File: src/rtl/stack_alu_pkg.sv
// Shared definitions for the stack ALU program sequencer: opcodes, error codes,
// FSM states and instruction field layout.
package stack_alu_pkg;

    localparam int OP_W  = 3;
    localparam int ERR_W = 2;

    localparam logic [OP_W-1:0] OP_NOP  = 3'b000;
    localparam logic [OP_W-1:0] OP_ADD  = 3'b100;
    localparam logic [OP_W-1:0] OP_MUL  = 3'b101;
    localparam logic [OP_W-1:0] OP_PUSH = 3'b110;
    localparam logic [OP_W-1:0] OP_POP  = 3'b111;

    localparam logic [ERR_W-1:0] ERR_NONE      = 2'b00;
    localparam logic [ERR_W-1:0] ERR_UNDERFLOW = 2'b01;
    localparam logic [ERR_W-1:0] ERR_FULL      = 2'b10;
    localparam logic [ERR_W-1:0] ERR_ILLEGAL   = 2'b11;

    // Instruction word is {op, imm}: imm occupies [n-1:0], op sits directly above it.
    function automatic int instr_width(input int n);
        return n + OP_W;
    endfunction

    function automatic int op_lsb(input int n);
        return n;
    endfunction

    function automatic logic op_is_illegal(input logic [OP_W-1:0] op);
        return (op == 3'b001) || (op == 3'b010) || (op == 3'b011);
    endfunction

    typedef enum logic [3:0] {
        ST_IDLE,
        ST_FETCH,
        ST_CHECK,
        ST_ISSUE,
        ST_WAIT,
        ST_NEXT,
        ST_DRAIN,
        ST_DRAIN_WAIT,
        ST_FIN
    } seq_state_t;

endpackage

File: src/rtl/stack_alu_sequencer_if.sv
// Bus between the sequencer and one stack ALU instance.
interface stack_alu_sequencer_if
    import stack_alu_pkg::*;
#(
    parameter int N = 32
);
    logic [OP_W-1:0] alu_opcode;
    logic [N-1:0]    alu_data;
    logic [N-1:0]    alu_result;
    logic            alu_overflow;

    modport master (
        output alu_opcode,
        output alu_data,
        input  alu_result,
        input  alu_overflow
    );

    modport slave (
        input  alu_opcode,
        input  alu_data,
        output alu_result,
        output alu_overflow
    );
endinterface

File: src/rtl/seq_prog_mem.sv
// Program store: one write port, one registered read port; maps onto block RAM.
module seq_prog_mem #(
    parameter int DATA_W = 35,
    parameter int DEPTH  = 16
) (
    input  logic                     clk,
    input  logic                     we,
    input  logic [$clog2(DEPTH)-1:0] waddr,
    input  logic [DATA_W-1:0]        wdata,
    input  logic                     re,
    input  logic [$clog2(DEPTH)-1:0] raddr,
    output logic [DATA_W-1:0]        rdata
);
    logic [DATA_W-1:0] mem [DEPTH];
    logic [DATA_W-1:0] rdata_reg;

    // Write-before-read is not needed: a write and the following fetch are
    // always at least one cycle apart.
    always_ff @(posedge clk) begin
        if (we) begin
            mem[waddr] <= wdata;
        end
        if (re) begin
            rdata_reg <= mem[raddr];
        end
    end

    assign rdata = rdata_reg;
endmodule

File: src/rtl/stack_alu_sequencer.sv
// Runs a host-loaded program through a stack ALU, guarding stack depth before
// each issue and draining the ALU stack when the program ends or aborts.
module stack_alu_sequencer
    import stack_alu_pkg::*;
#(
    parameter int N           = 32,
    parameter int PROG_DEPTH  = 16,
    parameter int STACK_DEPTH = 8
) (
    input  logic                          clk,
    input  logic                          rst,
    input  logic                          prog_we,
    input  logic [$clog2(PROG_DEPTH)-1:0] prog_addr,
    input  logic [N+OP_W-1:0]             prog_wdata,
    input  logic [$clog2(PROG_DEPTH):0]   prog_len,
    input  logic                          start,
    output logic                          busy,
    output logic                          done,
    output logic [N-1:0]                  result,
    output logic                          ovf,
    output logic                          err,
    output logic [ERR_W-1:0]              err_code,
    stack_alu_sequencer_if.master         alu
);
    localparam int AW = $clog2(PROG_DEPTH);
    localparam int LW = AW + 1;
    localparam int DW = $clog2(STACK_DEPTH + 1);
    localparam int IW = instr_width(N);

    seq_state_t state_reg, state_next;

    logic [LW-1:0]    pc_reg, len_reg;
    logic [DW-1:0]    depth_reg;
    logic [OP_W-1:0]  op_reg;
    logic [N-1:0]     imm_reg;
    logic             first_drain_reg;
    logic             busy_reg, done_reg, ovf_reg, err_reg;
    logic [ERR_W-1:0] err_code_reg;
    logic [N-1:0]     result_reg;

    logic [IW-1:0]    instr;
    logic [OP_W-1:0]  instr_op;
    logic [N-1:0]     instr_imm;
    logic [ERR_W-1:0] check_code;
    logic             start_ok;
    logic             ram_we, ram_re;
    logic [OP_W-1:0]  alu_op_c;
    logic [N-1:0]     alu_data_c;

    seq_prog_mem #(
        .DATA_W (IW),
        .DEPTH  (PROG_DEPTH)
    ) u_prog_mem (
        .clk   (clk),
        .we    (ram_we),
        .waddr (prog_addr),
        .wdata (prog_wdata),
        .re    (ram_re),
        .raddr (pc_reg[AW-1:0]),
        .rdata (instr)
    );

    // The program cannot be rewritten under a running sequence.
    assign ram_we    = prog_we && !busy_reg;
    assign instr_op  = instr[op_lsb(N) +: OP_W];
    assign instr_imm = instr[N-1:0];

    // A start coinciding with the completion pulse belongs to the old run.
    assign start_ok  = (state_reg == ST_IDLE) && start && !done_reg;

    always_comb begin
        check_code = ERR_NONE;
        if (op_is_illegal(instr_op)) begin
            check_code = ERR_ILLEGAL;
        end else if ((instr_op == OP_PUSH) && (depth_reg == DW'(STACK_DEPTH))) begin
            check_code = ERR_FULL;
        end else if (((instr_op == OP_ADD) || (instr_op == OP_MUL)) && (depth_reg < DW'(2))) begin
            check_code = ERR_UNDERFLOW;
        end else if ((instr_op == OP_POP) && (depth_reg == '0)) begin
            check_code = ERR_UNDERFLOW;
        end
    end

    always_ff @(posedge clk) begin
        if (rst) begin
            state_reg <= ST_IDLE;
        end else begin
            state_reg <= state_next;
        end
    end

    // Draining is skipped entirely when the stack is already empty so each
    // drained entry costs exactly two cycles.
    always_comb begin
        state_next = state_reg;
        case (state_reg)
            ST_IDLE: begin
                if (start_ok) begin
                    state_next = (prog_len == '0) ? ST_FIN : ST_FETCH;
                end
            end
            ST_FETCH: state_next = ST_CHECK;
            ST_CHECK: begin
                if (check_code != ERR_NONE) begin
                    state_next = (depth_reg == '0) ? ST_FIN : ST_DRAIN;
                end else if (instr_op == OP_NOP) begin
                    state_next = ST_NEXT;
                end else begin
                    state_next = ST_ISSUE;
                end
            end
            ST_ISSUE: state_next = ST_WAIT;
            ST_WAIT:  state_next = ST_NEXT;
            ST_NEXT: begin
                if (pc_reg == len_reg) begin
                    state_next = (depth_reg == '0) ? ST_FIN : ST_DRAIN;
                end else begin
                    state_next = ST_FETCH;
                end
            end
            ST_DRAIN:      state_next = ST_DRAIN_WAIT;
            ST_DRAIN_WAIT: state_next = (depth_reg == '0) ? ST_FIN : ST_DRAIN;
            ST_FIN:        state_next = ST_IDLE;
            default:       state_next = ST_IDLE;
        endcase
    end

    always_comb begin
        alu_op_c   = OP_NOP;
        alu_data_c = '0;
        ram_re     = 1'b0;
        case (state_reg)
            ST_FETCH: ram_re = 1'b1;
            ST_ISSUE: begin
                alu_op_c   = op_reg;
                alu_data_c = imm_reg;
            end
            ST_DRAIN: alu_op_c = OP_POP;
            default: ;
        endcase
    end

    always_ff @(posedge clk) begin
        if (rst) begin
            pc_reg          <= '0;
            len_reg         <= '0;
            depth_reg       <= '0;
            op_reg          <= OP_NOP;
            imm_reg         <= '0;
            first_drain_reg <= 1'b0;
            busy_reg        <= 1'b0;
            done_reg        <= 1'b0;
            result_reg      <= '0;
            ovf_reg         <= 1'b0;
            err_reg         <= 1'b0;
            err_code_reg    <= ERR_NONE;
        end else begin
            done_reg <= (state_reg == ST_FIN);
            case (state_reg)
                ST_IDLE: begin
                    if (start_ok) begin
                        busy_reg        <= 1'b1;
                        len_reg         <= prog_len;
                        pc_reg          <= '0;
                        result_reg      <= '0;
                        ovf_reg         <= 1'b0;
                        err_reg         <= 1'b0;
                        err_code_reg    <= ERR_NONE;
                        first_drain_reg <= 1'b1;
                    end
                end
                ST_CHECK: begin
                    op_reg  <= instr_op;
                    imm_reg <= instr_imm;
                    if (check_code != ERR_NONE) begin
                        err_reg      <= 1'b1;
                        err_code_reg <= check_code;
                    end else if (instr_op == OP_NOP) begin
                        pc_reg <= pc_reg + LW'(1);
                    end
                end
                ST_ISSUE: begin
                    if (op_reg == OP_PUSH) begin
                        depth_reg <= depth_reg + DW'(1);
                    end else begin
                        depth_reg <= depth_reg - DW'(1);
                    end
                end
                ST_WAIT: begin
                    if ((op_reg == OP_ADD) || (op_reg == OP_MUL)) begin
                        result_reg <= alu.alu_result;
                        ovf_reg    <= ovf_reg | alu.alu_overflow;
                    end else if (op_reg == OP_POP) begin
                        result_reg <= alu.alu_result;
                    end
                    pc_reg <= pc_reg + LW'(1);
                end
                ST_DRAIN: depth_reg <= depth_reg - DW'(1);
                ST_DRAIN_WAIT: begin
                    if (first_drain_reg) begin
                        result_reg      <= alu.alu_result;
                        first_drain_reg <= 1'b0;
                    end
                end
                ST_FIN: busy_reg <= 1'b0;
                default: ;
            endcase
        end
    end

    assign alu.alu_opcode = alu_op_c;
    assign alu.alu_data   = alu_data_c;
    assign busy           = busy_reg;
    assign done           = done_reg;
    assign result         = result_reg;
    assign ovf            = ovf_reg;
    assign err            = err_reg;
    assign err_code       = err_code_reg;
endmodule

File: src/flat_wrapper.sv
// flat-port wrapper written by rule: the top's interface ports become plain ports
module stack_alu_sequencer_flat import stack_alu_pkg::*;
#(
    parameter int N           = 32,
    parameter int PROG_DEPTH  = 16,
    parameter int STACK_DEPTH = 8
)
  (clk, rst, prog_we, prog_addr, prog_wdata, prog_len, start, busy, done, result, ovf, err, err_code, alu_alu_opcode, alu_alu_data, alu_alu_result, alu_alu_overflow);
  stack_alu_sequencer_if #(.N(N)) alu_i ();
  input  logic clk;
  input  logic rst;
  input  logic prog_we;
  input  logic [$clog2(PROG_DEPTH)-1:0] prog_addr;
  input  logic [N+OP_W-1:0] prog_wdata;
  input  logic [$clog2(PROG_DEPTH):0] prog_len;
  input  logic start;
  output logic busy;
  output logic done;
  output logic [N-1:0] result;
  output logic ovf;
  output logic err;
  output logic [ERR_W-1:0] err_code;
  output wire logic [$bits(alu_i.alu_opcode)-1:0] alu_alu_opcode;
  output wire logic [$bits(alu_i.alu_data)-1:0] alu_alu_data;
  input wire logic [$bits(alu_i.alu_result)-1:0] alu_alu_result;
  input wire logic [$bits(alu_i.alu_overflow)-1:0] alu_alu_overflow;
  assign alu_alu_opcode = alu_i.alu_opcode;
  assign alu_alu_data = alu_i.alu_data;
  assign alu_i.alu_result = alu_alu_result;
  assign alu_i.alu_overflow = alu_alu_overflow;
  stack_alu_sequencer #(.N(N), .PROG_DEPTH(PROG_DEPTH), .STACK_DEPTH(STACK_DEPTH)) u_core (.clk(clk), .rst(rst), .prog_we(prog_we), .prog_addr(prog_addr), .prog_wdata(prog_wdata), .prog_len(prog_len), .start(start), .busy(busy), .done(done), .result(result), .ovf(ovf), .err(err), .err_code(err_code), .alu(alu_i));
endmodule
File: config.mk
export PLATFORM = sky130hd
export DESIGN_NAME = stack_alu_sequencer_flat
export DESIGN_NICKNAME = d
export VERILOG_FILES = /design/src/rtl/stack_alu_pkg.sv /design/src/rtl/stack_alu_sequencer_if.sv /design/src/rtl/seq_prog_mem.sv /design/src/rtl/stack_alu_sequencer.sv /design/src/flat_wrapper.sv
export SDC_FILE = /design/constraint.sdc
export NUM_CORES = 1
export LEC_CHECK = 0
export CAP_MARGIN = 20
export CORE_MARGIN = 1
export CORE_UTILIZATION = 50
export CTS_BUF_LIST = sky130_fd_sc_hd__clkbuf_8
export CTS_CLUSTER_DIAMETER = 150
export CTS_CLUSTER_SIZE = 14
export DETAILED_ROUTE_END_ITERATION = 8
export HOLD_SLACK_MARGIN = 0.03
export PLACE_DENSITY = 0.69
export SETUP_SLACK_MARGIN = 0.2
export SLEW_MARGIN = 10
export SYNTH_ARGS = -nofsm -noshare
export SYNTH_HDL_FRONTEND = slang
export SYNTH_SLANG_ARGS = --single-unit
File: constraint.sdc
create_clock -name clk -period 12.1 [get_ports clk]
set_clock_uncertainty 0.1 [all_clocks]
set_input_delay 1.21 -clock clk [delete_from_list [all_inputs] [get_ports clk]]
set_output_delay 1.21 -clock clk [all_outputs]
set_load 0.01 [all_outputs]
==> impl_metrics.py, run 1 <==
metrics = {
    "status": {
        "outcome": "completed",
    },
    "final_layout": {
        "largest_register_ffs": 560,
        "drive_above_1_share_pct": 16.2,
        "final_nets": 1647,
        "fillers": 3834,
        "layout-area-overhead-vs-synth_pct": 12.5,
        "antenna_cells": 0,
    },
    "sta": {
        "max_slew_margin_pct": 25.8,
        "max_freq_mhz": 219,
        "worstMarginPinSlew_ns": 1.11,
        "fin_crit_sh_pct": 37.8,
        "slew_viol_final": 0,
        "hold_violations": 0,
        "fin_tns_setup_ns": 0,
        "rsz0062_at_grt": "false",
        "period_minus_slack_ns": 4.57,
        "setup_violations": 0,
    },
    "critical_path": {
        "path_class": "flop to primary output",
        "cp.required_ns": 10.79,
        "endpoint_kind": "primary output",
        "r2r_cells": 5,
        "worstReg2RegStart": "u_core.pc_reg[2]$_SDFFE_PP0P_",
        "worstPathArrival_ns": 3.26,
        "worstPathMaxFanout": 40,
        "cp-start-kind": "flop",
        "cp-startpoint": "u_core.state_reg[0]$_SDFFE_PP0P_",
    },
    "clock_network": {
        "cts_resized": 0,
        "cts.path.max_buffers": 3,
        "cts_buffers": 55,
        "clockRootBuffer": "clkbuf_8",
        "clk_latency_ns": 0.68,
        "clock-sinks": 687,
        "htreeDepth": 2,
        "clkTransAtPathRegs_ns": 0.10,
        "cts_setup_buffers": 0,
        "cts_tree": "done",
        "postCtsHoldBufs": 0,
    },
    "synth": {
        "synth_edf_count": 595,
        "yosys_warnings": 0,
        "yosysUniqueCellTypes": 60,
        "async_flop_share_pct": 0,
        "syn-num-nets": 1492,
        "yosysMostFrequentCell": "edfxtp_1",
        "synthTopCellsByArea": "edfxtp_1 (68%), mux4_2 (12%), dfxtp_1 (7.0%), a21oi_1 (1.6%), mux2i_1 (1.4%)",
        "synth_seq_area_share_pct": 74.8,
        "syn_area_mm2": 0.0264,
        "avgSynthCellArea_um2": 18.7,
        "synth_top_area_share_pct": 67.8,
        "synth_commonest_cells": "edfxtp_1 (595), mux4_2 (140), nand2_1 (96), dfxtp_1 (92), a21oi_1 (85)",
        "post-synth-top-area-cell": "edfxtp_1",
        "synth_cells": 1407,
        "ys.flop_type": "edfxtp_1",
        "ys_ff_latch": 687,
    },
    "global_routing": {
        "track_usage_pct": 21.1,
        "grt_max_degree": 127,
        "overflow": 0,
        "grt_pass1_wl_mm": 84.1,
        "antenna_found_initial": 1,
        "grt_pass1_vias": 13600,
    },
    "hold_path": {
        "worstHoldPathCells": 2,
        "hp-class": "flop to flop",
        "hp-start": "u_core.imm_reg[19]$_SDFFE_PP0P_",
    },
    "floorplanning": {
        "initial_core_util_pct": 51.0,
        "io_pins": 154,
        "die_h_um": 232,
        "fp-row-count": 83,
        "dieWidth_um": 232,
        "core_mm2": 0.0517,
        "die_area_mm2": 0.0537,
    },
    "routing": {
        "wl_mm": 56.0,
        "drt_iter0_drc": 1233,
        "viasPerCell": 5.86,
        "final_antenna_net_count": 0,
        "drc": 0,
        "vias": 13400,
        "drt_first_pass_iters": 7,
        "wire_per_inst_um": 24.5,
    },
    "run": {
        "maxCapViolCount": 0,
    },
    "pwr": {
        "power_uw": 4140,
        "peakVddDrop_mv": 0.0889,
        "leakage_uw": 0.00914,
        "powerDensity_mw_per_mm2": 139,
    },
    "placement": {
        "dpl.hpwl_mm": 30.7,
        "gp_congestion": 0.799,
        "port_buffers": 153,
    },
}
## report_power, final
part,switching (uW),internal (uW)
sequential,29.2,2620
combinational,172,145
clock,738,432
total,940,3200
## worst max-delay path, cell delays in order, from the launching register on
cell and delay, ns:
dfxtp_1 0.77, and4bb_2 0.99, and2_1 0.25, clkdlybuf4s50_1 0.55
## logic make-up (layout without fill, tap and decap cells)
kind of cell | Yosys count | after routing | synth area share (%)
buffers and inverters | 90 | 292 | 1.78
multiplexers | 176 | 176 | 13.3
AO/OA/AOI/OAI | 186 | 186 | 4.79
XOR/XNOR | 10 | 10 | 0.332
adder cells (fa/ha/maj) | 4 | 4 | 0.190
flip-flops | 687 | 687 | 74.8
AND/OR/NAND/NOR | 254 | 254 | 4.82
## routing by layer
layer	wire length [um]	global-route usage, %
met1	24800	30.2
met2	26700	34.3
met5	12	0
met4	967	4.73
met3	3490	3.65
## area by class of cell
type | instances | area, um2 | area share [%]
clock inverters | 49 | 218 | 0.734
flip-flops and latches | 687 | 19700 | 66.5
repair buffers | 182 | 1780 | 5.99
inverters | 6 | 22.5 | 0.0759
clock buffers | 55 | 757 | 2.55
well taps | 680 | 851 | 2.87
multi-input cells | 630 | 6320 | 21.3
## placed cells by master, fill, tap and decap left out, types with 4 or more instances in the layout
cell type,count
a22o_1,33
dfxtp_1,88
mux2i_1,36
nor2b_1,37
and2_1,32
a211oi_1,37
nor2_1,31
nor2_4,12
mux4_2,140
a21oi_1,85
buf_4,26
nand2b_1,7
nand3_1,4
ha_1,4
inv_1,50
xor2_1,4
edfxtp_1,595
nor3_2,5
nand2_1,96
nor3_1,12
clkbuf_8,55
clkdlybuf4s50_1,152
xnor2_1,6
a21o_1,4
## stage by stage
stage	setup WS [ns]	std cells	hold slack, ns	utilization [%]	cell area (um2)
global placement	8.29	2183	0.342	55.4	28700
global route	7.30	2289	0.383	57.4	29700
detailed placement	8.15	2185	0.343	55.5	28700
finish	7.53	2289	0.355	57.4	29700
CTS	7.39	2289	0.356	57.4	29700
floorplan	7.47	1407	0.332	-	26400
## worst paths after layout
check,endpoint,slack [ns]
worst max-delay path,alu_alu_data[14],7.53
worst min register to register,u_core.imm_reg[19]$_SDFFE_PP0P_,0.35
worst min-delay path,u_core.imm_reg[19]$_SDFFE_PP0P_,0.35
worst max register to register,u_core.u_prog_mem.rdata[5]$_DFFE_PP_,8.80
Note: power is estimated with default switching activity, not from simulation.
==> run 2, diff against run 1 <==
Clock period 12.1 ns to 4.38 ns, I/O delays scaled along.
==> run 2 against run 1 <==
Effect of this change: wire length grew 1.3%; power grew to 2.8 times the previous value; sequential power grew to 2.8 times the previous value; combinational power grew to 2.9 times the previous value; flip-flop and latch count is the same; first-iteration DRC count shrank 3.9%; hold slack lost 0.13 ns; critical endpoint is now alu_alu_data[8]; critical path type unchanged; largest power group unchanged; final cell count grew 0.61%; critical path depth is the same; sequential share of layout area shrank 0.37 points; register-to-register slack lost 7.1 ns; global-route usage grew 0.40 points.
==> impl_metrics.py, run 2 (same netlist as run 1, synthesis figures left out) <==
metrics = {
    "sta": {
        "slew_viol_final": 0,
        "setup_slack_ns": 0.592,
        "hold_violations": 0,
        "max_slew_margin_pct": 37.5,
        "worstMarginPinSlew_ns": 0.938,
        "max_freq_mhz": 264,
        "setup_violations": 0,
        "period_minus_slack_ns": 3.79,
        "fin_crit_sh_pct": 86.5,
        "fin_tns_setup_ns": 0,
        "rsz0062_at_grt": "false",
    },
    "routing": {
        "viasPerCell": 5.83,
        "wire_per_inst_um": 24.6,
        "drt_first_pass_iters": 6,
        "drc": 0,
        "drt_iter0_drc": 1185,
        "final_antenna_net_count": 0,
        "vias": 13400,
        "wl_mm": 56.7,
    },
    "critical_path": {
        "cp-start-kind": "flop",
        "path_class": "flop to primary output",
        "cpPeakStageDelay_ns": 0.96,
        "r2r_slack_ns": 1.69,
        "worstPathArrival_ns": 3.25,
        "path_cells": "and4bb_2 > and2_1 > clkdlybuf4s50_1",
        "worstReg2RegStart": "u_core.state_reg[0]$_SDFFE_PP0P_",
        "cp.required_ns": 3.84,
        "critPathSlowestCell": "and4bb_2",
        "worstPathMaxFanout": 36,
        "endpoint_kind": "primary output",
        "r2r-end": "u_core.depth_reg[2]$_SDFFE_PP0P_",
        "r2r_cells": 6,
    },
    "clock_network": {
        "cts_tree": "done",
        "cts.path.max_buffers": 3,
        "clockRootBuffer": "clkbuf_8",
        "cts_resized": 0,
        "clkTransAtPathRegs_ns": 0.10,
        "htreeDepth": 2,
        "postCtsHoldBufs": 0,
        "cts_setup_buffers": 0,
        "clock-sinks": 687,
        "clk_latency_ns": 0.70,
        "cts_buffers": 55,
    },
    "global_routing": {
        "overflow": 0,
        "grt_pass1_wl_mm": 85.1,
        "grt_max_degree": 64,
        "antenna_found_initial": 1,
        "track_usage_pct": 21.5,
        "grt_pass1_vias": 13500,
    },
    "run": {
        "maxCapViolCount": 0,
    },
    "pwr": {
        "powerDensity_mw_per_mm2": 385,
        "p_switching_uw": 2630,
        "pwr-share-seq_pct": 63.6,
        "power.internal_uw": 8850,
        "power_uw": 11500,
        "peakVddDrop_mv": 0.267,
        "sw_frac_of_total_pct": 22.9,
        "power_frac_clock_pct": 28.4,
        "combPwrFrac_pct": 7.9,
        "leakage_uw": 0.00922,
    },
    "final_layout": {
        "drive_above_1_share_pct": 17.0,
        "fillers": 3859,
        "final_nets": 1662,
        "final_area_mm2": 0.0298,
        "layout_common_cells": "edfxtp_1 (595), clkdlybuf4s50_1 (152), mux4_2 (140)",
        "post-route-util_pct": 57.7,
        "layout-area-overhead-vs-synth_pct": 13.2,
        "layout_commonest_cell": "edfxtp_1",
        "largest_register_ffs": 560,
    },
    "placement": {
        "gp_congestion": 0.783,
        "dpl.hpwl_mm": 34.3,
        "port_buffers": 153,
        "placed_cell_area_mm2": 0.0288,
        "dp_slack_ns": 1.26,
    },
    "floorplanning": {
        "dieWidth_um": 232,
        "die_area_mm2": 0.0537,
        "initial_core_util_pct": 51.0,
        "die_h_um": 232,
        "io_pins": 154,
        "fp-row-count": 83,
        "core_mm2": 0.0517,
    },
    "hold_path": {
        "hp-start": "rst",
        "worstHoldPathCells": 2,
        "min_to": "u_core.depth_reg[2]$_SDFFE_PP0P_",
        "hp-class": "input pin to flop",
    },
    "status": {
        "outcome": "completed",
    },
}
[run 2: cell count changes in the layout (fill, tap and decap cells not counted)]
cell,delta
buf_4,+11
inv_6,-1
buf_12,+4
inv_8,+1
diode_2,+1
inv_1,-2
clkinvlp_4,-1
clkbuf_8,+1
[run 2: layer usage]
| metal | vias to the layer above | wire [um] | GRT usage, % |
|---|---|---|---|
| li1 | 5942 | - | - |
| met1 | 6911 | 24300 | 30.3 |
| met2 | 504 | 27400 | 34.7 |
| met3 | 81 | 3890 | 4.07 |
| met4 | 0 | 1090 | 5.61 |
| met5 | - | 0 | 0 |
[run 2: worst max-delay path, delay by kind of cell (launching register included)]
kind	cells	cell delay, ns
buffers and inverters	1	0.54
DFF	1	0.78
and+or+nand+nor	2	1.21
[run 2: layout make-up]
class | count | area (um2) | area share, %
timing repair buffer | 197 | 1940 | 6.50
sequential | 687 | 19700 | 66.1
antenna | 1 | 2.50 | 0.00839
inverter | 6 | 22.5 | 0.0755
multi-input combinational | 630 | 6320 | 21.2
tap | 680 | 851 | 2.85
clock buffer | 56 | 771 | 2.58
clock inverter | 46 | 205 | 0.688
[run 2: how the worst max path moves through the flow]
stage | from | to | depth (start not counted) | slack, ns
after floorplan | prog_we | u_core.u_prog_mem.mem[0][0]$_DFFE_PP_ | 3 | 0.53
after global placement | prog_we | u_core.u_prog_mem.mem[1][25]$_DFFE_PP_ | 5 | 1.33
after detailed placement | prog_we | u_core.u_prog_mem.mem[1][29]$_DFFE_PP_ | 5 | 1.26
after CTS | u_core.state_reg[0]$_SDFFE_PP0P_ | alu_alu_data[8] | 3 | 0.47
after global routing | u_core.state_reg[0]$_SDFFE_PP0P_ | alu_alu_data[8] | 3 | 0.37
final | u_core.state_reg[0]$_SDFFE_PP0P_ | alu_alu_data[8] | 3 | 0.59
[run 2: power groups by stage]
stage                     registers (uW)  clock network [uW]  logic [uW]
after CTS                           7310                3350         933
after floorplan                     7420                   0         617
final                               7310                3270         913
after detailed placement            7460                   0         929
after global routing                7320                3580         996
after global placement              7450                   0         915
[run 2: stage by stage]
step | std cells | hold slack, ns
2_1_floorplan | 1407 | 0.332
3_3_place_gp | 2195 | 0.342
3_5_place_dp | 2199 | 0.343
4_1_cts | 2301 | 0.155
5_1_grt | 2303 | 0.199
6_report | 2303 | 0.220
==> run 3, diff against run 2 <==
--- a/config.mk
+++ b/config.mk
@@ -9,8 +9,8 @@
 export CORE_MARGIN = 1
 export CORE_UTILIZATION = 50
-export CTS_BUF_LIST = sky130_fd_sc_hd__clkbuf_8
 export CTS_CLUSTER_DIAMETER = 150
 export CTS_CLUSTER_SIZE = 14
 export DETAILED_ROUTE_END_ITERATION = 8
+export GPL_TIMING_DRIVEN = 0
 export HOLD_SLACK_MARGIN = 0.03
 export PLACE_DENSITY = 0.69
==> constraint.sdc (replaced) <==
create_clock -name clk -period 4.38 [get_ports clk]
set_clock_uncertainty 0.1 [all_clocks]
set_input_delay 0.876 -clock clk [delete_from_list [all_inputs] [get_ports clk]]
set_output_delay 0.876 -clock clk [all_outputs]
set_load 0.01 [all_outputs]
==> run 3 against run 2 <==
Effect of this change: via count rose by 6.0%; final area rose by 3.9%; clock-buffer cell count rose by 46; sequential share of layout area fell by 2.5 points; hold slack improved by 0.13 ns; combinational power rose by 9.2%.
==> impl_metrics.py, run 3 (same netlist as run 1, synthesis figures left out) <==
metrics = {
    "critical_path": {
        "endpoint_kind": "primary output",
        "worstPathArrival_ns": 3.01,
        "cp.required_ns": 3.40,
        "cp-start-kind": "flop",
        "path_class": "flop to primary output",
        "worstPathMaxFanout": 10,
    },
    "sta": {
        "fin_crit_sh_pct": 91.0,
        "period_minus_slack_ns": 3.98,
        "rsz0062_at_grt": "false",
        "max_freq_mhz": 251,
        "slew_viol_final": 0,
        "worstMarginPinSlew_ns": 0.954,
        "setup_violations": 0,
        "hold_violations": 0,
        "whs_ns": 0.350,
        "max_slew_margin_pct": 36.3,
    },
    "global_routing": {
        "grt_pass1_vias": 14200,
        "antenna_found_initial": 1,
        "grt_pass1_wl_mm": 91.0,
        "track_usage_pct": 23.4,
        "overflow": 0,
        "grt_max_degree": 20,
    },
    "run": {
        "maxCapViolCount": 0,
    },
    "clock_network": {
        "cts.path.max_buffers": 3,
        "clockRootBuffer": "clkbuf_16",
        "htreeDepth": 2,
        "cts_tree": "done",
        "clk_latency_ns": 0.64,
        "clock-sinks": 687,
        "clkTransAtPathRegs_ns": 0.07,
        "cts_buffers": 55,
        "cts_setup_buffers": 0,
    },
    "pwr": {
        "powerDensity_mw_per_mm2": 419,
        "leakage_uw": 0.00963,
        "power_uw": 13000,
        "peakVddDrop_mv": 0.288,
    },
    "routing": {
        "viasPerCell": 5.98,
        "final_antenna_net_count": 0,
        "drt_first_pass_iters": 5,
        "met1_length_mm": 25.7,
        "met2_length_mm": 30.0,
        "wl_mm": 62.2,
        "vias": 14200,
        "drc": 0,
        "wire_per_inst_um": 26.1,
        "drt_iter0_drc": 1585,
        "wl_met3_mm": 5.08,
        "routed.top_layer": "met4",
    },
    "final_layout": {
        "drive_above_1_share_pct": 18.2,
        "antenna_cells": 0,
        "layout_commonest_cell": "edfxtp_1",
        "layout-area-overhead-vs-synth_pct": 17.6,
        "layout_common_cells": "edfxtp_1 (595), clkdlybuf4s50_1 (153), mux4_2 (140)",
        "final_nets": 1737,
        "largest_register_ffs": 560,
    },
    "status": {
        "outcome": "completed",
    },
    "placement": {
        "port_buffers": 153,
        "gp_congestion": 0.894,
        "dpl.hpwl_mm": 40.4,
    },
    "floorplanning": {
        "fp-row-count": 83,
        "initial_core_util_pct": 51.0,
        "core_mm2": 0.0517,
        "die_area_mm2": 0.0537,
        "io_pins": 154,
        "dieWidth_um": 232,
        "die_h_um": 232,
    },
    "hold_path": {
        "hp-class": "flop to flop",
    },
}
run 3: cell count changes in the layout (fill, tap and decap cells not counted), sizes merged:
| cell | change |
|---|---|
| clkinv | -1 |
| inv | -43 |
| buf | +38 |
| clkdlybuf4s50 | +1 |
| clkbuf | +82 |
| diode | -1 |
run 3: area by class of cell:
class                      count  area (um2)
fill                        3789       20700
sequential                   687       19700
multi-input combinational    630        6310
timing repair buffer         188        2030
clock buffer                 102        1600
tap                          680         851
buffer                        84         454
clock inverter                 2        36.3
inverter                       6        22.5
run 3: timing repair:
| action | in CTS | in global routing |
|---|---|---|
| gates resized for setup | 2 | 4 |
| pin swaps | 0 | 0 |
| endpoints found under the setup margin | 10 | 14 |
| hold buffers | 0 | 0 |
run 3: path summary, 6_finish.rpt:
check / start / endpoint / slack (ns) / depth (start not counted)
worst max-delay path: u_core.state_reg[1]$_SDFFE_PP0P_ / alu_alu_data[14] / 0.40 / 6
worst min-delay path: u_core.imm_reg[27]$_SDFFE_PP0P_ / u_core.imm_reg[27]$_SDFFE_PP0P_ / 0.35 / 2
worst max register to register: u_core.pc_reg[1]$_SDFFE_PP0P_ / u_core.u_prog_mem.rdata[4]$_DFFE_PP_ / 1.71 / 6
worst min register to register: u_core.imm_reg[27]$_SDFFE_PP0P_ / u_core.imm_reg[27]$_SDFFE_PP0P_ / 0.35 / 2
run 3: worst max-delay path, cell delays in order, from the launching register on:
cell and delay (ns):
dfxtp_2 0.41, buf_4 0.20, and4bb_1 0.31, clkbuf_4 0.27, clkbuf_4 0.29, and2_1 0.29
clkdlybuf4s50_1 0.58
run 3: through the flow:
stage               setup WS, ns  TNS, ns  std cells  utilization, %  cell area (um2)
CTS                        0.243        0       2379            59.9            31000
global placement           -3.48  -895.86       2240            55.6            28800
floorplan                  0.280        0       1407               -            26400
detailed placement         0.566        0       2275            56.8            29400
global route               0.285        0       2379            60.0            31000
finish                     0.395        0       2379            60.0            31000
run 3: power by group:
part / leakage (uW) / switching (uW) / internal (uW)
logic: 0.00274 / 548 / 448
registers: 0.00612 / 54.6 / 7240
clock network: 0.000772 / 2250 / 2450
total: 0.00963 / 2850 / 10100
run 3: metal layers:
layer / vias up / global-route usage, %
met3: 107 / 3.62
met2: 679 / 37.9
met1: 7342 / 32.9
met5: - / 0
li1: 6110 / -
met4: 0 / 7.09
